## src/rtl/mem_access_stage.sv

```systemverilog
// mem_access_stage: MEM stage resolving branches and doing req/ack loads/stores; define MEM_ALIGN_CHECK_EN to fault misaligned accesses
module mem_access_stage #(
  parameter int DATA_W = 32,
  parameter int RA_W = 5
) (
  input  logic              clk,
  input  logic              reset,
  input  logic              ex_valid,
  output logic              ex_ready,
  input  logic [DATA_W-1:0] ex_alu_result,
  input  logic              ex_zero,
  input  logic [DATA_W-1:0] ex_write_data,
  input  logic [RA_W-1:0]   ex_write_reg,
  input  logic [DATA_W-1:0] ex_branch_target,
  input  logic              ex_branch,
  input  logic              ex_mem_read,
  input  logic              ex_mem_write,
  input  logic              ex_reg_write,
  input  logic              ex_mem_to_reg,
  output logic              dmem_req,
  output logic              dmem_we,
  output logic [DATA_W-1:0] dmem_addr,
  output logic [DATA_W-1:0] dmem_wdata,
  input  logic              dmem_ack,
  input  logic [DATA_W-1:0] dmem_rdata,
  output logic              pc_src,
  output logic [DATA_W-1:0] pc_branch_target,
  output logic              wb_valid,
  output logic              wb_reg_write,
  output logic [RA_W-1:0]   wb_write_reg,
  output logic [DATA_W-1:0] wb_data,
  output logic              align_fault
);
  typedef enum logic {IDLE, ACCESS} state_t;
  state_t state_q, state_d;
  logic dmem_req_q, dmem_req_d, dmem_we_q, dmem_we_d;
  logic [DATA_W-1:0] dmem_addr_q, dmem_addr_d, dmem_wdata_q, dmem_wdata_d;
  logic pc_src_q, pc_src_d, wb_valid_q, wb_valid_d, wb_reg_write_q, wb_reg_write_d;
  logic [DATA_W-1:0] pc_target_q, pc_target_d, wb_data_q, wb_data_d, alu_q, alu_d;
  logic [RA_W-1:0] wb_write_reg_q, wb_write_reg_d, wreg_q, wreg_d;
  logic align_fault_q, align_fault_d, m2r_q, m2r_d, rw_q, rw_d;
  logic accept, mem_op, misal;
`ifdef MEM_ALIGN_CHECK_EN
  assign misal = |ex_alu_result[1:0];
`else
  assign misal = 1'b0;
`endif
  assign accept = ex_valid && state_q == IDLE;
  assign mem_op = ex_mem_read | ex_mem_write;
  always_comb begin
    state_d = state_q;
    dmem_req_d = dmem_req_q;
    dmem_we_d = dmem_we_q;
    dmem_addr_d = dmem_addr_q;
    dmem_wdata_d = dmem_wdata_q;
    pc_src_d = 1'b0;
    pc_target_d = pc_target_q;
    wb_valid_d = 1'b0;
    wb_reg_write_d = wb_reg_write_q;
    wb_write_reg_d = wb_write_reg_q;
    wb_data_d = wb_data_q;
    align_fault_d = 1'b0;
    alu_d = alu_q;
    m2r_d = m2r_q;
    rw_d = rw_q;
    wreg_d = wreg_q;
    if (accept) begin
      alu_d = ex_alu_result;
      m2r_d = ex_mem_to_reg;
      rw_d = ex_reg_write & |ex_write_reg;
      wreg_d = ex_write_reg;
      pc_src_d = ex_branch & ex_zero;
      pc_target_d = ex_branch_target;
      if (mem_op && !misal) begin
        state_d = ACCESS;
        dmem_req_d = 1'b1;
        dmem_we_d = ex_mem_write;
        dmem_addr_d = {ex_alu_result[DATA_W-1:2], 2'b00};
        dmem_wdata_d = ex_write_data;
      end else begin
        wb_valid_d = 1'b1;
        wb_data_d = ex_alu_result;
        wb_write_reg_d = ex_write_reg;
        wb_reg_write_d = ex_reg_write & |ex_write_reg & ~misal;
        align_fault_d = misal;
      end
    end else if (state_q == ACCESS && dmem_ack) begin
      state_d = IDLE;
      dmem_req_d = 1'b0;
      wb_valid_d = 1'b1;
      wb_data_d = m2r_q ? dmem_rdata : alu_q;
      wb_write_reg_d = wreg_q;
      wb_reg_write_d = rw_q;
    end
  end
  always_ff @(posedge clk) begin
    if (reset) begin
      state_q <= IDLE;
      dmem_req_q <= 1'b0;
      dmem_we_q <= 1'b0;
      dmem_addr_q <= '0;
      dmem_wdata_q <= '0;
      pc_src_q <= 1'b0;
      pc_target_q <= '0;
      wb_valid_q <= 1'b0;
      wb_reg_write_q <= 1'b0;
      wb_write_reg_q <= '0;
      wb_data_q <= '0;
      align_fault_q <= 1'b0;
      alu_q <= '0;
      m2r_q <= 1'b0;
      rw_q <= 1'b0;
      wreg_q <= '0;
    end else begin
      state_q <= state_d;
      dmem_req_q <= dmem_req_d;
      dmem_we_q <= dmem_we_d;
      dmem_addr_q <= dmem_addr_d;
      dmem_wdata_q <= dmem_wdata_d;
      pc_src_q <= pc_src_d;
      pc_target_q <= pc_target_d;
      wb_valid_q <= wb_valid_d;
      wb_reg_write_q <= wb_reg_write_d;
      wb_write_reg_q <= wb_write_reg_d;
      wb_data_q <= wb_data_d;
      align_fault_q <= align_fault_d;
      alu_q <= alu_d;
      m2r_q <= m2r_d;
      rw_q <= rw_d;
      wreg_q <= wreg_d;
    end
  end
  assign ex_ready = state_q == IDLE;
  assign dmem_req = dmem_req_q;
  assign dmem_we = dmem_we_q;
  assign dmem_addr = dmem_addr_q;
  assign dmem_wdata = dmem_wdata_q;
  assign pc_src = pc_src_q;
  assign pc_branch_target = pc_target_q;
  assign wb_valid = wb_valid_q;
  assign wb_reg_write = wb_reg_write_q;
  assign wb_write_reg = wb_write_reg_q;
  assign wb_data = wb_data_q;
  assign align_fault = align_fault_q;
endmodule

```

## config.mk

```make
export PLATFORM = sky130hd
export DESIGN_NAME = mem_access_stage
export DESIGN_NICKNAME = d
export VERILOG_FILES = /design/src/rtl/mem_access_stage.sv
export SDC_FILE = /design/constraint.sdc
export NUM_CORES = 1
export LEC_CHECK = 0
export CAP_MARGIN = 20
export CORE_MARGIN = 2
export CORE_UTILIZATION = 46
export DETAILED_ROUTE_END_ITERATION = 12
export GPL_ROUTABILITY_DRIVEN = 0
export PLACE_DENSITY = 0.85
export SYNTH_ARGS = -nofsm -noshare
export SYNTH_HDL_FRONTEND = slang
export SYNTH_SLANG_ARGS = --single-unit
```

## constraint.sdc

```tcl
create_clock -name clk -period 2.4 [get_ports clk]
set_input_delay 0.48 -clock clk [delete_from_list [all_inputs] [get_ports clk]]
set_output_delay 0.48 -clock clk [all_outputs]
set_load 0.01 [all_outputs]
```

Word-level counts from Yosys, hierarchy flattened:

Index checks and enable logic that the tools add are counted.

* register bits after elaboration: 175
* input port bits: 143
* logic and storage cells: 45
* output and inout bits: 140

* reduce and logical (&&, ||, !) cells: 8
* equal/unequal tests: 2
* multiplexer cells: 16
* bitwise gates (word level): 5

Operators with widths (number)
* 2-to-1 mux 32 bit: 4
* 2-to-1 mux 5 bit: 3
* 2-to-1 mux 1 bit: 9
* AND reduction 2 bit: 3
* OR reduction 5 bit: 1
* AND 1 bit: 2
* logical AND 1 bit: 2
* inequality test 2 x 1 -> 1 bit, second input constant: 1
* inequality test 2 bit, second input constant: 1
* inverter 1 bit: 2
* nonzero test 2 bit: 1
* OR reduction 2 bit: 1
* OR 1 bit: 1

Depth between registers and ports, before layout:

* depth after elaboration: 4
* gate-level depth with buffers: 6
* mapped depth without buffers: 3

Worst setup path after synthesis:

No wires, ideal clock.

* path type: input -> register
* start: in ex_mem_write
* end: reg wb_data_q[1] (netlist: wb_data[1])
* arrival: 1.393 ns
* setup slack: 0.886 ns
* stages: 4
* cells stage by stage: nor4b_4 -> nor3_2 -> clkbuf_1 -> o2bb2ai_1

* word-level cells in the longest chain between the ends: 3

RTL lines
* start, declared: line 17 `input logic ex_mem_write,`
* OR 1 bit: line 49 `assign mem_op = ex_mem_read | ex_mem_write;`
* inequality test 2 bit (no line)
* AND reduction 2 bit (no line)
* end signal, assigned: line 125 `wb_data_q <= wb_data_d;`
* end, declared: line 39 `logic [DATA_W-1:0] pc_target_q, pc_target_d, wb_data_q, wb_data_d, alu_q, alu_d;`

Every way passes these cells.
A chain may end at the register's enable or synchronous reset.

==> summary.md <==
| Metric | Value |
|---|---|
| Switch share | `0.255` |
| Core area | `roughly 0.015 mm2` |
| Slew Viols, Final | `0` |
| Hold path cells | `2` |
| ANT nets after route | `0` |
| Die area | `0.0159 mm2` |
| CP Launch Type | `flop` |
| WL per Instance | `17.0 um` |
| Worst-Margin Slew | `0.629 ns` |
| Reg power frac | `0.450` |
| Vias | `6,547` |
| Critical-path cell list | `inv_1, clkdlybuf4s50_1` |
| DRC | `0` |
| Crit path max fanout | `6` |
| Buf+Inv Stages, Crit Path | `2` |
| # H-tree levels | `4` |
| Post-synthesis sequential area ratio | `0.511` |
| Tmin final | `2.05 ns` |
| Post-CTS Setup Inserts | `0` |
| Fin nets | `1,157` |
| 1st-iter DRT viols | `452` |
| Hold Path End | `rw_q$_SDFFE_PP0P_` |
| Vias per cell | `5.41` |
| Comb pwr share | `0.176` |
| Skew final | `0.00453 ns` |
| Hold_sp | `reset` |
| Internal | `5.23 mW` |
| Unrepaired setup endpoints after global routing | `no` |
| First-pass GRT wire length | `32,400 um` |
| Nature of the critical path endpoint | `output pin` |
| Clock sinks | `175` |
| Clock share of power | `0.374` |
| FP Rows | `44` |
| Setup Crit Path Kind | `reg2out` |
| Required time of the critical path | `1.92 ns` |
| CTS buffer count | `17` |
| Ant diodes | `0` |
| Clk Latency, worst-skew pair | `0.42 ns` |
| Die height | `126 um` |
| Total grt overflow | `0` |
| Worst path arrival time | `1.57 ns` |
| Tightest Hold Check Type | `in2reg` |
| Mean post-synth cell area | `8.86 um2` |
| Gr usage total | `0.253` |
| FF-to-FF End | `wb_data[4]$_SDFFE_PP0P_` |
| Mapped Area | `0.00686 mm2` |
| Synthesis-stage register bit count | `175` |
| Part of the cycle the worst path needs | `0.853` |
| Number of library cell types mapped by synthesis | `30` |
| Vias in the first global route | `~6,300` |
| Placed wire-length estimate | `13,800 um` |
| R2R setup slack | `between 0.7 and 0.8 ns` |
| Antenna violations before repair | `0` |
| Pin count of the biggest net entering global routing | `141` |
| Net Sw Power | `approximately 1.8 mW` |
| Clock Tree Buf Depth | `2` |
| Fin. Hold Viols | `0` |
| Post-CTS sizing | `0` |
| CP max stage delay | `0.52 ns` |
| Mapped Cells | `774` |
| Share of post-route cells with drive strength above 1 | `0.0857` |
| WL final | `approximately 20,000 um` |
| Reg2reg start | `dmem_req$_SDFFE_PP0P_` |
| Root buf cell | `clkbuf_16` |
| # setup viols final | `0` |
| First-pass detailed-route iteration total | `5` |
| IO buf count | `279` |
| MaxCap Viol Count | `0` |
| Leakage | `3.85 nW` |
| Hold buffers post-CTS | `0` |
| Run status | `finished, final reports clean` |
| Die W | `126 um` |
| Initial Util | `0.472` |
| Yosys warnings | `0` |
| Top delay family on crit path | `buffers and inverters` |
| Slowest CP cell | `clkdlybuf4s50_1` |
| PnR Total Power | `7.03 mW` |
| Fin Hold WS | `0.320 ns` |
| Io pins | `~280` |
| Peak VDD IR | `443 uV` |
| Highest clock rate | `489 MHz` |
| Clock transition at path regs | `0.06 ns` |
| CTS tree | `yes` |
| Slew margin rel. | `0.581` |
| Cell Pwr Density | `~680 mW/mm2` |
| Sum of negative setup slack | `0 ns` |
| Reg2Reg Depth | `4` |
| Area grow syn2layout | `51.3%` |
## final cells by class
cell class / count / area [um2]
flip-flops and latches: 175 / 3500
well taps: 184 / 230
multi-input cells: 522 / 3040
clock buffers: 21 / 460
repair buffers: 295 / 3020
clock inverters: 11 / 109
inverters: 3 / 11.3
fillers: 1083 / 4160
## cell usage in the layout (no fill, tap or decap), types with 2 or more instances in the layout
cell type        Yosys  routed
mux2i_1             38      38
nor3_1               7       7
clkbuf_1            39       2
buf_12               0       9
clkbuf_16            0      17
a211oi_1             5       5
or3_1                2       2
nor2_1               7       6
inv_1                2       2
conb_1               1       3
buf_4                7       8
o21ai_1              4       4
clkdlybuf4s50_1      0     278
o2bb2ai_1           32      32
or2_2                2       2
a21oi_1            128     128
dfxtp_1            175     175
o21ai_0             59      59
clkbuf_8             0       2
clkinvlp_4           0       4
clkinv_4             0       4
nand3_1             62      62
mux2_2              32      32
nand2_1            132     132
## Yosys cell counts
| master | instances | area [um2] |
|---|---|---|
| a211oi_1 | 5 | 37.5 |
| a21oi_1 | 128 | 641 |
| a2bb2oi_1 | 1 | 8.76 |
| and2_1 | 1 | 6.26 |
| buf_1 | 3 | 11.3 |
| buf_2 | 27 | 135 |
| buf_4 | 7 | 52.6 |
| clkbuf_1 | 39 | 146 |
| conb_1 | 1 | 3.75 |
| dfxtp_1 | 175 | 3500 |
| inv_1 | 2 | 7.51 |
| inv_2 | 1 | 3.75 |
| mux2_2 | 32 | 360 |
| mux2i_1 | 38 | 380 |
| nand2_1 | 132 | 495 |
| nand2b_1 | 1 | 6.26 |
| nand3_1 | 62 | 310 |
| nor2_1 | 7 | 26.3 |
| nor2b_1 | 1 | 6.26 |
| nor3_1 | 7 | 35.0 |
| nor3_2 | 1 | 10.0 |
| nor4_1 | 1 | 6.26 |
| nor4b_4 | 1 | 23.8 |
| o21ai_0 | 59 | 295 |
| o21ai_1 | 4 | 20.0 |
| o21bai_2 | 1 | 11.3 |
| o2bb2ai_1 | 32 | 280 |
| o32ai_1 | 1 | 8.76 |
| or2_2 | 2 | 12.5 |
| or3_1 | 2 | 12.5 |
## power by group through the flow
stage,clock network [mW],registers [mW],logic [mW]
floorplan,0,3.28,0.506
global placement,0,3.22,1.21
detailed placement,0,3.23,1.23
CTS,2.69,3.16,1.24
global route,2.83,3.18,1.33
finish,2.63,3.16,1.24
## per-layer routing
layer / vias up / wire, um / track usage
li1: 3179 / - / -
met1: 3057 / 8180 / 0.301
met2: 279 / 10200 / 0.430
met3: 32 / 1850 / 0.0862
met4: 0 / 374 / 0.0814
met5: - / 0 / 0
## metrics by stage
stage,utilization,std cells,worst slack [ns],instance area (um2)
after global routing,0.714,1211,0.288,10400
final,0.714,1211,0.354,10400
after floorplan,-,776,0.886,6870
after global placement,0.675,1179,0.279,9810
after detailed placement,0.675,1179,0.214,9810
after CTS,0.714,1211,0.328,10400
## worst max-delay path by stage
stage	start	slack, ns	endpoint	cells after the start
after floorplan	ex_mem_write	0.89	wb_data[1]$_SDFFE_PP0P_	4
after global placement	ex_mem_write	0.28	dmem_addr[9]$_SDFFE_PP0P_	5
after detailed placement	ex_mem_write	0.21	wb_data[25]$_SDFFE_PP0P_	5
after CTS	dmem_req$_SDFFE_PP0P_	0.33	ex_ready	2
after global routing	dmem_req$_SDFFE_PP0P_	0.29	ex_ready	2
final	dmem_req$_SDFFE_PP0P_	0.35	ex_ready	2
## cell families after synthesis
kind of cell           count (synthesis)  synth area share
AO/OA/AOI/OAI                        231             0.190
AND/OR/NAND/NOR                      218             0.139
flip-flops                           175             0.511
buffers and inverters                 79            0.0520
multiplexers                          70             0.108
other                                  1          0.000547
Power figures use the tool's default switching activity.
